<file path="src/rtl/sdram_traffic_gen_if.sv">
// Avalon-MM bus between the traffic generator (master) and the SDRAM port (slave).
interface sdram_traffic_gen_if #(
  parameter int DATA_W  = 128,
  parameter int ADDR_W  = 28,
  parameter int BURST_W = 8
);
  logic [ADDR_W-1:0]   address;
  logic [BURST_W-1:0]  burstcount;
  logic                write;
  logic [DATA_W-1:0]   writedata;
  logic [DATA_W/8-1:0] byteenable;
  logic                read;
  logic                waitrequest;
  logic [DATA_W-1:0]   readdata;
  logic                readdatavalid;

  modport master (
    output address, burstcount, write, writedata, byteenable, read,
    input  waitrequest, readdata, readdatavalid
  );

  modport slave (
    input  address, burstcount, write, writedata, byteenable, read,
    output waitrequest, readdata, readdatavalid
  );
endinterface

</file>
<file path="src/rtl/sdram_traffic_gen.sv">
// Burst write / read-verify traffic generator for the HPS FPGA-to-SDRAM port.
// Optional macro TRAFFIC_GEN_ERR_CAPTURE_EN enables first-mismatch address capture.
module sdram_traffic_gen #(
  parameter int DATA_W  = 128,
  parameter int ADDR_W  = 28,
  parameter int BURST_W = 8,
  parameter int CNT_W   = 32
) (
  input  logic               clk_i,
  input  logic               rst_i,
  input  logic               run_stb_i,
  input  logic               mode_i,
  input  logic [ADDR_W-1:0]  base_addr_i,
  input  logic [CNT_W-1:0]   size_i,
  input  logic [BURST_W-1:0] burst_len_i,
  output logic               busy_o,
  output logic               done_o,
  output logic [CNT_W-1:0]   cycle_cnt_o,
  output logic [CNT_W-1:0]   err_cnt_o,
  output logic [ADDR_W-1:0]  first_err_addr_o,
  sdram_traffic_gen_if.master amm
);

  localparam int HALF_W = DATA_W / 2;
  localparam logic [BURST_W-1:0] MAX_B = {1'b1, {(BURST_W-1){1'b0}}};

  localparam logic [2:0] IDLE     = 3'd0;
  localparam logic [2:0] WR_BURST = 3'd1;
  localparam logic [2:0] RD_REQ   = 3'd2;
  localparam logic [2:0] RD_WAIT  = 3'd3;
  localparam logic [2:0] DONE     = 3'd4;

  logic [2:0]         state, state_nxt;
  logic [ADDR_W-1:0]  addr;
  logic [CNT_W-1:0]   remaining;
  logic [CNT_W-1:0]   k;
  logic [BURST_W-1:0] blen;
  logic [BURST_W-1:0] beat;
  logic [BURST_W-1:0] burst_b;
  logic [CNT_W-1:0]   cycle_cnt;
  logic [CNT_W-1:0]   err_cnt;
  logic               start, beat_acc, beat_end, run_end, err_hit;

  function automatic logic [DATA_W-1:0] pattern(input logic [CNT_W-1:0] idx);
    logic [HALF_W-1:0] lo;
    lo = HALF_W'(idx);
    return {~lo, lo};
  endfunction

  function automatic logic [BURST_W-1:0] clamp_blen(input logic [BURST_W-1:0] v);
    if (v == '0)   return BURST_W'(1);
    if (v > MAX_B) return MAX_B;
    return v;
  endfunction

  function automatic logic [CNT_W-1:0] sat_inc(input logic [CNT_W-1:0] v);
    return (&v) ? v : v + 1'b1;
  endfunction

  // remaining only moves at burst boundaries, so burst_b is stable across a burst
  assign burst_b  = (remaining < CNT_W'(blen)) ? BURST_W'(remaining) : blen;
  assign start    = (state == IDLE) && run_stb_i;
  assign beat_acc = ((state == WR_BURST) && !amm.waitrequest) ||
                    ((state == RD_WAIT) && amm.readdatavalid);
  assign beat_end = beat_acc && (beat == burst_b - BURST_W'(1));
  assign run_end  = beat_end && (remaining == CNT_W'(burst_b));
  assign err_hit  = (state == RD_WAIT) && amm.readdatavalid && (amm.readdata != pattern(k));

  always_comb begin
    state_nxt = state;
    case (state)
      IDLE:     if (run_stb_i) state_nxt = (size_i == '0) ? DONE : (mode_i ? RD_REQ : WR_BURST);
      WR_BURST: if (run_end) state_nxt = DONE;
      RD_REQ:   if (!amm.waitrequest) state_nxt = RD_WAIT;
      RD_WAIT:  if (run_end) state_nxt = DONE;
                else if (beat_end) state_nxt = RD_REQ;
      DONE:     state_nxt = IDLE;
      default:  state_nxt = IDLE;
    endcase
  end

  always_ff @(posedge clk_i) begin
    if (rst_i) begin
      state     <= IDLE;
      addr      <= '0;
      remaining <= '0;
      k         <= '0;
      blen      <= '0;
      beat      <= '0;
      cycle_cnt <= '0;
      err_cnt   <= '0;
    end else begin
      state <= state_nxt;
      if (state != IDLE) cycle_cnt <= cycle_cnt + 1'b1;
      if (start) begin
        addr      <= base_addr_i;
        remaining <= size_i;
        blen      <= clamp_blen(burst_len_i);
        k         <= '0;
        beat      <= '0;
        cycle_cnt <= '0;
        err_cnt   <= '0;
      end
      if (beat_acc) begin
        k <= k + 1'b1;
        if (beat_end) begin
          beat      <= '0;
          remaining <= remaining - CNT_W'(burst_b);
          if (!run_end) addr <= addr + ADDR_W'(burst_b);
        end else begin
          beat <= beat + 1'b1;
        end
      end
      if (err_hit) err_cnt <= sat_inc(err_cnt);
    end
  end

`ifdef TRAFFIC_GEN_ERR_CAPTURE_EN
  logic [ADDR_W-1:0] first_err;

  // err_cnt still zero marks the first mismatch of the run
  always_ff @(posedge clk_i) begin
    if (rst_i || start)             first_err <= '0;
    else if (err_hit && err_cnt == '0) first_err <= addr + ADDR_W'(beat);
  end

  assign first_err_addr_o = first_err;
`else
  assign first_err_addr_o = '0;
`endif

  assign busy_o      = (state != IDLE);
  assign done_o      = (state == DONE);
  assign cycle_cnt_o = cycle_cnt;
  assign err_cnt_o   = err_cnt;

  assign amm.write      = (state == WR_BURST);
  assign amm.read       = (state == RD_REQ);
  assign amm.address    = (amm.write || amm.read) ? addr : '0;
  assign amm.burstcount = (amm.write || amm.read) ? burst_b : '0;
  assign amm.writedata  = amm.write ? pattern(k) : '0;
  assign amm.byteenable = '1;

endmodule

</file>
<file path="src/flat_wrapper.sv">
// flat-port wrapper written by rule: the top's interface ports become plain ports
module sdram_traffic_gen_flat 
#(
  parameter int DATA_W  = 128,
  parameter int ADDR_W  = 28,
  parameter int BURST_W = 8,
  parameter int CNT_W   = 32
)
  (clk_i, rst_i, run_stb_i, mode_i, base_addr_i, size_i, burst_len_i, busy_o, done_o, cycle_cnt_o, err_cnt_o, first_err_addr_o, amm_address, amm_burstcount, amm_write, amm_writedata, amm_byteenable, amm_read, amm_waitrequest, amm_readdata, amm_readdatavalid);
  sdram_traffic_gen_if #(.DATA_W(DATA_W), .ADDR_W(ADDR_W), .BURST_W(BURST_W)) amm_i ();
  input  logic clk_i;
  input  logic rst_i;
  input  logic run_stb_i;
  input  logic mode_i;
  input  logic [ADDR_W-1:0] base_addr_i;
  input  logic [CNT_W-1:0] size_i;
  input  logic [BURST_W-1:0] burst_len_i;
  output logic busy_o;
  output logic done_o;
  output logic [CNT_W-1:0] cycle_cnt_o;
  output logic [CNT_W-1:0] err_cnt_o;
  output logic [ADDR_W-1:0] first_err_addr_o;
  output wire logic [$bits(amm_i.address)-1:0] amm_address;
  output wire logic [$bits(amm_i.burstcount)-1:0] amm_burstcount;
  output wire logic [$bits(amm_i.write)-1:0] amm_write;
  output wire logic [$bits(amm_i.writedata)-1:0] amm_writedata;
  output wire logic [$bits(amm_i.byteenable)-1:0] amm_byteenable;
  output wire logic [$bits(amm_i.read)-1:0] amm_read;
  input wire logic [$bits(amm_i.waitrequest)-1:0] amm_waitrequest;
  input wire logic [$bits(amm_i.readdata)-1:0] amm_readdata;
  input wire logic [$bits(amm_i.readdatavalid)-1:0] amm_readdatavalid;
  assign amm_address = amm_i.address;
  assign amm_burstcount = amm_i.burstcount;
  assign amm_write = amm_i.write;
  assign amm_writedata = amm_i.writedata;
  assign amm_byteenable = amm_i.byteenable;
  assign amm_read = amm_i.read;
  assign amm_i.waitrequest = amm_waitrequest;
  assign amm_i.readdata = amm_readdata;
  assign amm_i.readdatavalid = amm_readdatavalid;
  sdram_traffic_gen #(.DATA_W(DATA_W), .ADDR_W(ADDR_W), .BURST_W(BURST_W), .CNT_W(CNT_W)) u_core (.clk_i(clk_i), .rst_i(rst_i), .run_stb_i(run_stb_i), .mode_i(mode_i), .base_addr_i(base_addr_i), .size_i(size_i), .burst_len_i(burst_len_i), .busy_o(busy_o), .done_o(done_o), .cycle_cnt_o(cycle_cnt_o), .err_cnt_o(err_cnt_o), .first_err_addr_o(first_err_addr_o), .amm(amm_i));
endmodule
</file>
<file path="config.mk">
export PLATFORM = sky130hd
export DESIGN_NAME = sdram_traffic_gen_flat
export DESIGN_NICKNAME = d
export VERILOG_FILES = /design/src/rtl/sdram_traffic_gen_if.sv /design/src/rtl/sdram_traffic_gen.sv /design/src/flat_wrapper.sv
export SDC_FILE = /design/constraint.sdc
export NUM_CORES = 1
export LEC_CHECK = 0
export BUFFER_PORTS_ARGS = -buffer_cell sky130_fd_sc_hd__buf_2
export CAP_MARGIN = 25
export CORE_AREA = 2 2 186 188
export CTS_CLUSTER_SIZE = 20
export DETAILED_ROUTE_END_ITERATION = 12
export DIE_AREA = 0 0 188 190
export PLACE_DENSITY_LB_ADDON = 0.05
export SLEW_MARGIN = 15
export SYNTH_ARGS = -nofsm -noshare
export SYNTH_HDL_FRONTEND = slang
export SYNTH_SLANG_ARGS = --single-unit
</file>
<file path="constraint.sdc">
create_clock -name clk_i -period 10.2 [get_ports clk_i]
set_input_delay 0.51 -clock clk_i [delete_from_list [all_inputs] [get_ports clk_i]]
set_output_delay 0.51 -clock clk_i [all_outputs]
set_load 0.05 [all_outputs]
</file>
# Yosys cells after proc, flatten, opt, wreduce, memory -nomap -nowiden
# Index checks and enable logic that the tools add are counted.
# W data, S select, Z words.
# totals
input_bits	202
reg_bits	175
output_inout_bits	276
# classes
mux	37
magnitude_cmp	2
n_addsub	7
n_eq_ne	12
n_reduce_logical	19
bitwise_logic	1
# ops
op	n
$mux W32	7
$mux W28	5
$mux W128	1
$ne A128 B128 Y1	1
$add A32 B1 Y32 const B	3
$mux W8	9
$not A32 Y64	1
$eq A32 B8 Y1	1
$logic_not A32 Y1	1
$lt A32 B8 Y1	1
$reduce_and A32 Y1	1
$sub A32 B8 Y32	1
$add A28 B8 Y28	1
$mux W3	6
$pmux W3 S4	1
$add A8 B1 Y8 const B	1
$eq A8 B8 Y1	1
$gt A8 B8 Y1 const B	1
$logic_not A8 Y1	1
$ne A2 B2 Y1 const B	4
$sub A8 B1 Y8 const B	1
$mux W1	7
$eq A3 B2 Y1 const B	2
$logic_and A1 B1 Y1	6
12 further kinds	14

# Depth between registers and ports, before layout
# Gate-level depths: netlist of run 1.
# depth
word_depth	9
mapped_depth	23

# Least setup slack after synthesis of run 1
# OpenSTA, ideal clock, no wires.
# synth_path
path_type	flip-flop to flip-flop
startpoint	register u_core.blen[2]
endpoint	register u_core.addr[17]
arrival_time_ns	5.069
path_stages_with_launch	22
setup_slack_ns	5.071
required_time_ns	10.139
setup_ns	0.061
cell_sequence	dfxtp_1 -> clkbuf_1 -> inv_1 -> ha_1 -> a211o_1 -> a31oi_1 -> o311a_1 -> nand2_2 -> clkbuf_1 -> mux2i_1 -> inv_1 -> ha_1 -> a21o_1 -> a21o_1 -> a2111oi_0 -> nor3_1 -> a41oi_1 -> or2_2 -> clkbuf_1 -> nor4b_1 -> a2111oi_0 -> nand2b_1
# synth_via
elab_chain_cells	9
elab_cells_between_ends	11
cone_classes	add/sub (2); order compare (1); eq/ne (2); mux (4); reduce/logical (2)
# synth_lines
item	line_no	source
start, declared	sdram_traffic_gen.sv:37	logic [BURST_W-1:0] blen;
start signal, assigned	sdram_traffic_gen.sv:98	blen <= clamp_blen(burst_len_i);
$lt A32 B8 Y1	sdram_traffic_gen.sv:61	assign burst_b = (remaining < CNT_W'(blen)) ? BURST_W'(remaining) : blen;
$mux W8 *	sdram_traffic_gen.sv:61	
$sub A8 B1 Y8	sdram_traffic_gen.sv:65	assign beat_end = beat_acc && (beat == burst_b - BURST_W'(1));
$eq A8 B8 Y1	sdram_traffic_gen.sv:65	
$logic_and A1 B1 Y1	sdram_traffic_gen.sv:65	
$logic_and A1 B1 Y1	sdram_traffic_gen.sv:66	assign run_end = beat_end && (remaining == CNT_W'(burst_b));
$mux W28	sdram_traffic_gen.sv:109	if (!run_end) addr <= addr + ADDR_W'(burst_b);
$mux W28 *	sdram_traffic_gen.sv:106	if (beat_end) begin
$mux W28 *	sdram_traffic_gen.sv:104	if (beat_acc) begin
end signal, assigned	sdram_traffic_gen.sv:96	addr <= base_addr_i;
end signal, assigned	sdram_traffic_gen.sv:109	
end, declared	sdram_traffic_gen.sv:34	logic [ADDR_W-1:0] addr;
# Mark *: on every way between the ends. The rest lies on a longest branch, timed or not.
# A chain may end at the register's enable or synchronous reset.

# Worst setup path in the final report of run 1
# layout_path
startpoint	register u_core.blen[2]
endpoint	register u_core.addr[14]
# Same word-level chain as after synthesis.

==> results by group, run 1 <==
STA
  – Pins Over Slew Limit: 0
  – Least-Margin Pin Slew: 0.904 ns
  – Setup TNS: 0 ns
  – Relative slew margins: 0.397
  – Unrepaired setup endpoints after global routing: no
  – Final Hold Viols: 0
  – Final min period: 5.79 ns
  – WHS: approximately 0.3 ns
  – Period utilization: 0.568
  – Final setup vio count: 0
  – Fin worst setup slack: approximately 4.4 ns
  – Max Fclk: 173 MHz
  – Worst-case clock skew: ~0.013 ns

Setup path
  – Critical Path AT: 6.16 ns
  – Critical path peak fanout: 16
  – Crit start category: flop
  – Worst Path Required: around 11 ns
  – R2r startpoint: u_core.blen[2]$_SDFFE_PP0P_
  – Kind of end point of the critical path: flop
  – Critical Path Start: u_core.blen[2]$_SDFFE_PP0P_
  – Setup CP Type: flop to flop

Yosys
  – Most frequent cells after synthesis: nor2_1, dfxtp_1, nand2_1
  – Post-synth EDFFs: 0
  – Yosys cell types: 80
  – Avg Cell Area, Syn: 7.51 um^2
  – Synth Cell Area: 0.0126 mm^2
  – Area share of the largest cell type after synthesis: 0.278
  – Area contributors post-synth: dfxtp_1, buf_4, nor2_1
  – Largest area contributor in the netlist: dfxtp_1
  – Primary FF master, synth: dfxtp_1
  – Syn. warnings: 0
  – Count leader, synth: nor2_1
  – Instance count of the mapped netlist: about 1,700
  – Yosys reg bits: 175
  – Synth async-reset ratio: 0
  – Sequential share of the synthesized area: 0.278

Clock tree
  – CTS tree: yes
  – TritonCTS Buffers: 17
  – Post-CTS setup buffer count: 0
  – Root Driver: clkbuf_16
  – Worst-skew pair later-pin latency: 0.44 ns
  – Cts hold-fix bufs: 0
  – Post-CTS resize count: 0
  – H-tree levels: 4
  – CTS clk-pin slew, worst paths: 0.08 ns
  – Clock Tree Buf Depth: 2
  – Clock Sinks: 175

Routing
  – Routed Antenna Nets: 0
  – Avg Vias per Cell: around 5.3
  – DRC Markers: 0
  – Initial detailed-routing violation count: 633
  – DRT Pass-1 Iters: 5
  – Wirelength per Cell: between 15 and 20 um
  – Total Wirelength: around 45,000 um
  – Via count: 12,900

Power
  – Leakage: approximately 6.5 nW
  – Sw Ratio: 0.409
  – Comb power frac: 0.322
  – Power Dens Cells: 137 mW/mm^2
  – P_int: 1.21 mW
  – Psw: 0.840 mW
  – Clock power frac: 0.318
  – Reg power frac: 0.360
  – Maximum VDD drop: 0.106 mV

Worst hold path
  – Min-delay src: base_addr_i[9]
  – HP Class: input pin to flop

Job
  – Max-cap violations: 0

Floorplanning
  – FP Rows: a little under 70
  – Die height: between 150 and 200 um
  – Chip width: 188 um
  – Core area: 0.0339 mm^2
  – Initial Utilization: 0.371
  – Die area: ~0.036 mm^2
  – # IOs: 478

Global routing
  – Vias in the first global route: 11,800
  – GRT Overall Usage: 0.239
  – Initial antenna violation count: 11
  – Largest net degree at the start of global routing: 74
  – First-pass GRT wire length: 67,400 um
  – Grt total ovfl: 0

Place
  – Setup WS pre-CTS: 4.41 ns
  – Port Buf Inserts: between 400 and 500
  – Dpl hpwl: 33,500 um
  – GPL Wtd Cong: 0.884

Cells and area
  – Final net count: about 2,200
  – Layout area overhead: 19.0%
  – Share of layout cells above drive strength 1: 0.248

Outcome
  – Status: complete, no violations
[placed cells by master, fill, tap and decap left out, types with 11 or more instances in the layout]
cell type	instances
xnor2_1	66
nor3_1	40
o311ai_1	12
or2_2	14
conb_1	76
and3_1	28
buf_4	20
nor2_1	188
nand2b_1	24
xor2_1	54
ha_1	28
clkbuf_16	17
o211ai_1	22
or3_1	25
and2_1	45
a31oi_1	33
dfxtp_1	175
nand4_1	45
mux2i_1	14
or4_1	16
a211oi_1	19
nor4_1	38
nand3_1	87
nor2b_1	38
inv_1	39
a21oi_1	67
o21ai_0	27
o22ai_1	11
buf_2	400
nand2_1	154
[final cells by class]
cell class / instances / area (um^2)
Tap cell: 455 / 569
Clock buffer: 18 / 439
Inverter: 40 / 150
Multi-Input combinational cell: 1321 / 8010
Sequential cell: 175 / 3500
Fill cell: 3623 / 19000
Timing Repair Buffer: 420 / 2150
Antenna cell: 8 / 20.0
Clock inverter: 14 / 131
[state kept, by name, indices dropped and copies added (netlist names)]
name and count:
u_core.addr 28, u_core.beat 8, u_core.blen 8, u_core.cycle_cnt_o 32
u_core.err_cnt_o 32, u_core.k 32, u_core.remaining 32, u_core.state 3
[path summary, 6_finish.rpt]
check,cells after the start,end,slack (ns)
min reg2reg,2,u_core.remaining[31]$_SDFF_PP0_,0.49
min,3,u_core.addr[9]$_SDFF_PP0_,0.30
max reg2reg,16,u_core.addr[14]$_SDFF_PP0_,4.41
max,16,u_core.addr[14]$_SDFF_PP0_,4.41
[per-stage QoR]
| stage | power [mW] | cells | util | instance area (um^2) |
|---|---|---|---|---|
| finish | 2.05 | 2451 | 0.441 | 15000 |
| global route | 2.15 | 2448 | 0.441 | 15000 |
| global placement | 1.42 | 2411 | 0.424 | 14400 |
| floorplan | 1.27 | 1749 | - | 12900 |
| CTS | 2.07 | 2443 | 0.440 | 15000 |
| detailed placement | 1.41 | 2411 | 0.424 | 14400 |
[power by group through the flow]
stage | registers, mW | logic, mW | clock network (mW)
2_1_floorplan | 0.743 | 0.528 | 0
5_1_grt | 0.743 | 0.711 | 0.693
6_report | 0.738 | 0.661 | 0.653
4_1_cts | 0.737 | 0.664 | 0.670
3_3_place_gp | 0.753 | 0.662 | 0
3_5_place_dp | 0.753 | 0.662 | 0
[routing by layer]
layer | track usage | vias to the layer above | share of wire
met3 | 0.0481 | 64 | 0.062
li1 | - | 6361 | -
met5 | 0 | - | 0.00094
met1 | 0.292 | 6006 | 0.42
met4 | 0.0851 | 8 | 0.028
met2 | 0.417 | 450 | 0.49
[worst max-delay path: stages, from the launching register on]
cell and delay, ns:
dfxtp_1 0.49, inv_1 0.11, ha_1 0.32, a211o_1 0.25, a31oi_1 0.21, o311a_1 0.30
nand2_2 0.31, mux2i_1 0.71, ha_1 0.32, xor2_1 0.25, xnor2_1 0.15, nand4_1 0.11
nor4b_1 0.39, o21bai_1 0.26, nand4_1 0.64, or4_1 0.72, a31oi_1 0.17
[kinds of logic (layout without fill, tap and decap cells)]
group	count (synthesis)	after routing	share of synthesized area
simple gates	793	793	0.324
buf+inv	253	492	0.109
mux	23	23	0.0192
fa+ha+maj	30	30	0.0310
flops	175	175	0.278
compound gates	277	277	0.151
xor+xnor	122	122	0.0861
other cells	2	84	0.000597
Power figures use the tool's default switching activity.
==> inputs of run 2 (changes only) <==
clock period = 4.8 ns   (was 10.2 ns; I/O delays follow)
==> run 2 against run 1 <==
Against the previous run:
- register-to-register slack got worse by 4.1 ns
- global-route usage increased by 0.75 points
- first-iteration DRC count decreased by 10%
- utilization increased by 1.2 points
- hold slack got worse by 0.28 ns
- setup slack got worse by 4.1 ns
- fmax increased by 28%
- via count increased by 0.64%
- total power increased by 120%
- largest power group unchanged
==> results by group, run 2 (same netlist as run 1, synthesis figures left out) <==
Cells and area
  – Post-Layout Cell Count: between 2,000 and 2,500
  – FILL cells: 3,532
  – Leading cell type in the layout, fill and taps excluded: buf_2
  – Most frequent cells in the layout: buf_2, nor2_1, dfxtp_1, nand2_1, nand3_1
  – Final net count: about 2,200
  – Share of layout cells above drive strength 1: 0.266
  – Layout area overhead: 22.3%
  – Layout Utilization: 0.454

Place
  – Dpl cells: 2,446
  – Port Buf Inserts: approximately 400
  – Dpl hpwl: approximately 35,000 um
  – GPL Wtd Cong: between 0.8 and 0.9

Routing
  – Met2 WL post-DR: about 22,000 um
  – Via count: about 13,000
  – Avg Vias per Cell: 5.21
  – Routed Antenna Nets: 0
  – Total Wirelength: approximately 45,000 um
  – DRT Pass-1 Iters: 4
  – Routed met1 length: approximately 20,000 um
  – Wirelength per Cell: 18.2 um
  – Top layer in use: met5
  – DRC Markers: 0
  – Met3 WL post-DR: 2310 um
  – Initial detailed-routing violation count: 567

Clock tree
  – H-tree levels: 4
  – Clock Sinks: 175
  – Root Driver: clkbuf_16
  – TritonCTS Buffers: 17
  – CTS tree: yes
  – Worst-skew pair later-pin latency: about 0.45 ns
  – CTS clk-pin slew, worst paths: 0.08 ns
  – Clock Tree Buf Depth: 2

Setup path
  – Kind of end point of the critical path: flop
  – Crit start category: flop
  – Setup CP Type: flop to flop
  – Critical Path AT: 4.90 ns
  – Critical path peak fanout: 6
  – Worst Path Required: 5.18 ns

Floorplanning
  – Chip width: 188 um
  – Die area: between 0.03 and 0.04 mm^2
  – Die height: between 150 and 200 um
  – # IOs: roughly 480
  – Initial Utilization: 0.371
  – Core area: roughly 0.034 mm^2
  – FP Rows: between 60 and 70

Job
  – Max-cap violations: 0

STA
  – Final setup vio count: 0
  – Final min period: 4.52 ns
  – Max Fclk: about 220 MHz
  – Unrepaired setup endpoints after global routing: no
  – Worst-case clock skew: ~0.014 ns
  – Least-Margin Pin Slew: 0.815 ns
  – Setup TNS: 0 ns
  – Final Hold Viols: 0
  – Period utilization: 0.942
  – Relative slew margins: 0.455
  – Pins Over Slew Limit: 0

Power
  – Pwr Total: roughly 4.5 mW
  – Maximum VDD drop: 0.277 mV
  – Leakage: around 6.7 nW
  – Power Dens Cells: 293 mW/mm^2

Outcome
  – Status: complete, no violations

Global routing
  – First-pass GRT wire length: 69,500 um
  – Initial antenna violation count: 9
  – Largest net degree at the start of global routing: 64
  – GRT Overall Usage: 0.247
  – Vias in the first global route: 12,100
  – Grt total ovfl: 0

Worst hold path
  – HP Class: input pin to flop
==> run 2: cell types whose count changed in the layout (fill, tap and decap cells not counted), moves of 2 or more <==
cell	delta
buf_4	+37
clkinv_8	+5
clkinv_4	-3
clkinvlp_4	-3
clkinv_2	-2
diode_2	-2
dlygate4sd3_1	+2
inv_12	+2
==> run 2: where the power goes <==
| group | switching [mW] | internal (mW) |
|---|---|---|
| Sequential | 0.0644 | 1.50 |
| Clock | 0.755 | 0.723 |
| Combinational | 1.05 | 0.421 |
==> run 2: timing repair <==
| item | in CTS | in global routing |
|---|---|---|
| endpoints found under the setup margin | 0 | 57 |
| hold endpoints to repair | 2 | 0 |
| resized for setup | 0 | 6 |
| hold buffers | 2 | 0 |
| setup buffers | 0 | 3 |
==> run 2: worst max-delay path: stages (launching register included) <==
cell and delay [ns]:
dfxtp_1 0.33, or3_1 0.40, or3_4 0.39, nor4_4 0.25
buf_4 0.18, nand2_2 0.12, nor2_1 0.16, a21oi_2 0.07
inv_1 0.12, ha_1 0.19, inv_1 0.06, fa_1 0.39
a21o_1 0.17, a21oi_1 0.20, o21bai_1 0.11, a2111o_1 0.44
nand2_1 0.14, nand2b_4 0.09, or4_1 0.50, a31oi_1 0.16
==> run 2: layout make-up <==
class	instances	area (um^2)	share of cell area
timing repair buffer	460	2470	0.160
clock inverter	15	206	0.0134
clock buffer	17	425	0.0276
sequential	175	3500	0.228
inverter	40	150	0.00975
tap	455	569	0.0370
multi-input combinational	1321	8060	0.523
antenna	6	15.0	0.000975
==> run 2: worst paths after layout <==
kind	start	slack [ns]	endpoint	cells after the start
hold / removal	base_addr_i[9]	0.03	u_core.addr[9]$_SDFF_PP0_	3
setup reg to reg	u_core.remaining[10]$_SDFF_PP0_	0.28	u_core.remaining[30]$_SDFF_PP0_	19
setup / recovery	u_core.remaining[10]$_SDFF_PP0_	0.28	u_core.remaining[30]$_SDFF_PP0_	19
hold reg to reg	u_core.remaining[31]$_SDFF_PP0_	0.48	u_core.remaining[31]$_SDFF_PP0_	2
==> run 2: per-stage QoR <==
stage	area, um^2	hold WS (ns)	worst slack, ns
2_1_floorplan	12900	0.349	0.0733
5_1_grt	15400	0.0319	0.0318
3_5_place_dp	14700	0.473	0.124
6_report	15400	0.0273	0.277
3_3_place_gp	14700	0.466	0.248
4_1_cts	15300	0.00393	0.0853
==> run 2: per-layer routing <==
layer / vias up / global-route usage
met1: 6078 / 0.309
met5: - / 0
li1: 6445 / -
met2: 392 / 0.431
met3: 51 / 0.0402
met4: 6 / 0.0809
==> inputs of run 3 (changes only) <==
CORE_AREA = 2 2 184 186   (was 2 2 186 188)
DIE_AREA = 0 0 186 188   (was 0 0 188 190)
PLACE_DENSITY_LB_ADDON = 0.3   (was 0.05)
==> run 3 against run 2 <==
Against the previous run:
- setup slack got worse by 0.042 ns
- total power rose by 0.63%
- critical path type unchanged
- first-iteration DRC count rose by 28%
==> results by group, run 3 (same netlist as run 1, synthesis figures left out) <==
Clock tree
  – Cts hold-fix bufs: 0
  – Clock Sinks: 175
  – CTS tree: yes
  – Root Driver: clkbuf_16
  – TritonCTS Buffers: 17
  – H-tree levels: 4
  – Worst-skew pair later-pin latency: 0.45 ns
  – Clock Tree Buf Depth: 2
  – CTS clk-pin slew, worst paths: 0.08 ns

Cells and area
  – Share of layout cells above drive strength 1: 0.265
  – Fin area: 0.0154 mm^2
  – Layout Utilization: 0.464
  – Post-Layout Cell Count: 2,473
  – Layout area overhead: 22.1%
  – Seq. cell area: 0.00350 mm^2
  – Area of the multi-input gates: 0.00805 mm^2
  – Most frequent cells in the layout: buf_2, nor2_1, dfxtp_1, nand2_1, nand3_1
  – Leading cell type in the layout, fill and taps excluded: buf_2
  – Final net count: 2,242
  – FILL cells: 3,351

Routing
  – DRC Markers: 0
  – Total Wirelength: approximately 44,000 um
  – DRT Pass-1 Iters: 5
  – Via count: between 10,000 and 15,000
  – Avg Vias per Cell: 5.28
  – Routed Antenna Nets: 0
  – Wirelength per Cell: around 18 um
  – Initial detailed-routing violation count: 727

Outcome
  – Status: complete, no violations

STA
  – Final min period: around 4.6 ns
  – Final Hold Viols: 0
  – Least-Margin Pin Slew: 0.823 ns
  – Fin worst setup slack: 0.235 ns
  – Pins Over Slew Limit: 0
  – Final setup vio count: 0
  – WHS: around 0.018 ns
  – Max Fclk: between 200 and 250 MHz
  – Worst-case clock skew: 0.0166 ns
  – Relative slew margins: 0.444
  – Unrepaired setup endpoints after global routing: no
  – Period utilization: 0.951
  – Setup TNS: 0 ns

Worst hold path
  – HP Class: input pin to flop

Job
  – Max-cap violations: 0

Setup path
  – Crit start category: flop
  – Worst Path Required: 5.16 ns
  – Kind of end point of the critical path: flop
  – Worst R2R Setup Slack: 0.23 ns
  – Setup CP Type: flop to flop
  – Critical Path AT: between 4 and 5 ns
  – Critical path peak fanout: 7

Power
  – Power Dens Cells: 295 mW/mm^2
  – Maximum VDD drop: 0.196 mV
  – Leakage: 6.67 nW
  – Pwr Total: 4.54 mW

Floorplanning
  – Die height: 188 um
  – # IOs: 478
  – Chip width: 186 um
  – Die area: 0.0350 mm^2
  – FP Rows: between 60 and 70
  – Initial Utilization: 0.380
  – Core area: 0.0331 mm^2

Global routing
  – Initial antenna violation count: 3
  – Largest net degree at the start of global routing: 64
  – First-pass GRT wire length: 66,100 um
  – Vias in the first global route: 12,100
  – GRT Overall Usage: 0.241
  – Grt total ovfl: 0

Place
  – Setup WS pre-CTS: 0.272 ns
  – GPL Wtd Cong: roughly 0.9
  – DP Area: approximately 0.015 mm^2
  – Dpl hpwl: 33,200 um
  – Port Buf Inserts: 401
  – Dpl cells: 2,438
## run 3: cell types whose count changed in the layout (fill, tap and decap cells not counted), moves of 2 or more
cell,change
dlygate4sd3_1,-2
diode_2,-4
clkinv_4,+3
inv_12,-2
clkinv_8,-7
bufinv_16,+3
buf_4,-7
buf_12,+4
## run 3: timing repair
item / in CTS / in global routing
hold endpoints to repair: 0 / 0
setup endpoints to repair: 0 / 21
setup buffers: 0 / 1
resized for setup: 0 / 7
## run 3: area by class of cell
class	instances	area share
clock inverter	13	0.0116
timing repair buffer	455	0.161
multi-input combinational	1321	0.524
inverter	40	0.00977
clock buffer	19	0.0288
tap	448	0.0365
antenna	2	0.000326
sequential	175	0.228
## run 3: where the power goes
part	total (mW)	internal (mW)	switching (mW)
registers	1.56	1.50	0.0592
logic	1.46	0.415	1.04
clock network	1.52	0.849	0.671
## run 3: worst max-delay path: stages (launching register included)
cell and delay (ns):
dfxtp_1 0.33, or3_1 0.39, or3_4 0.38, nor4_4 0.39, nand2_2 0.18, mux2i_4 0.24
buf_4 0.17, ha_1 0.31, nor2b_1 0.14, o21ai_0 0.23, a21oi_1 0.16, o311ai_0 0.40
a21oi_1 0.15, or3_1 0.47, or3_1 0.39, a31oi_1 0.16
## run 3: per-layer routing
layer  GRT usage  part of all wire  wire [um]
met5           0           0.00030         13
met2       0.428              0.49      21500
met1       0.288              0.42      18400
met4      0.0845             0.028       1230
met3      0.0470             0.062       2730
## run 3: worst paths after layout
check | from | endpoint | cells past startpoint
max | u_core.remaining[8]$_SDFF_PP0_ | u_core.remaining[23]$_SDFF_PP0_ | 15
min | base_addr_i[20] | u_core.addr[20]$_SDFF_PP0_ | 3
max reg2reg | u_core.remaining[8]$_SDFF_PP0_ | u_core.remaining[23]$_SDFF_PP0_ | 15
min reg2reg | u_core.remaining[31]$_SDFF_PP0_ | u_core.remaining[31]$_SDFF_PP0_ | 2
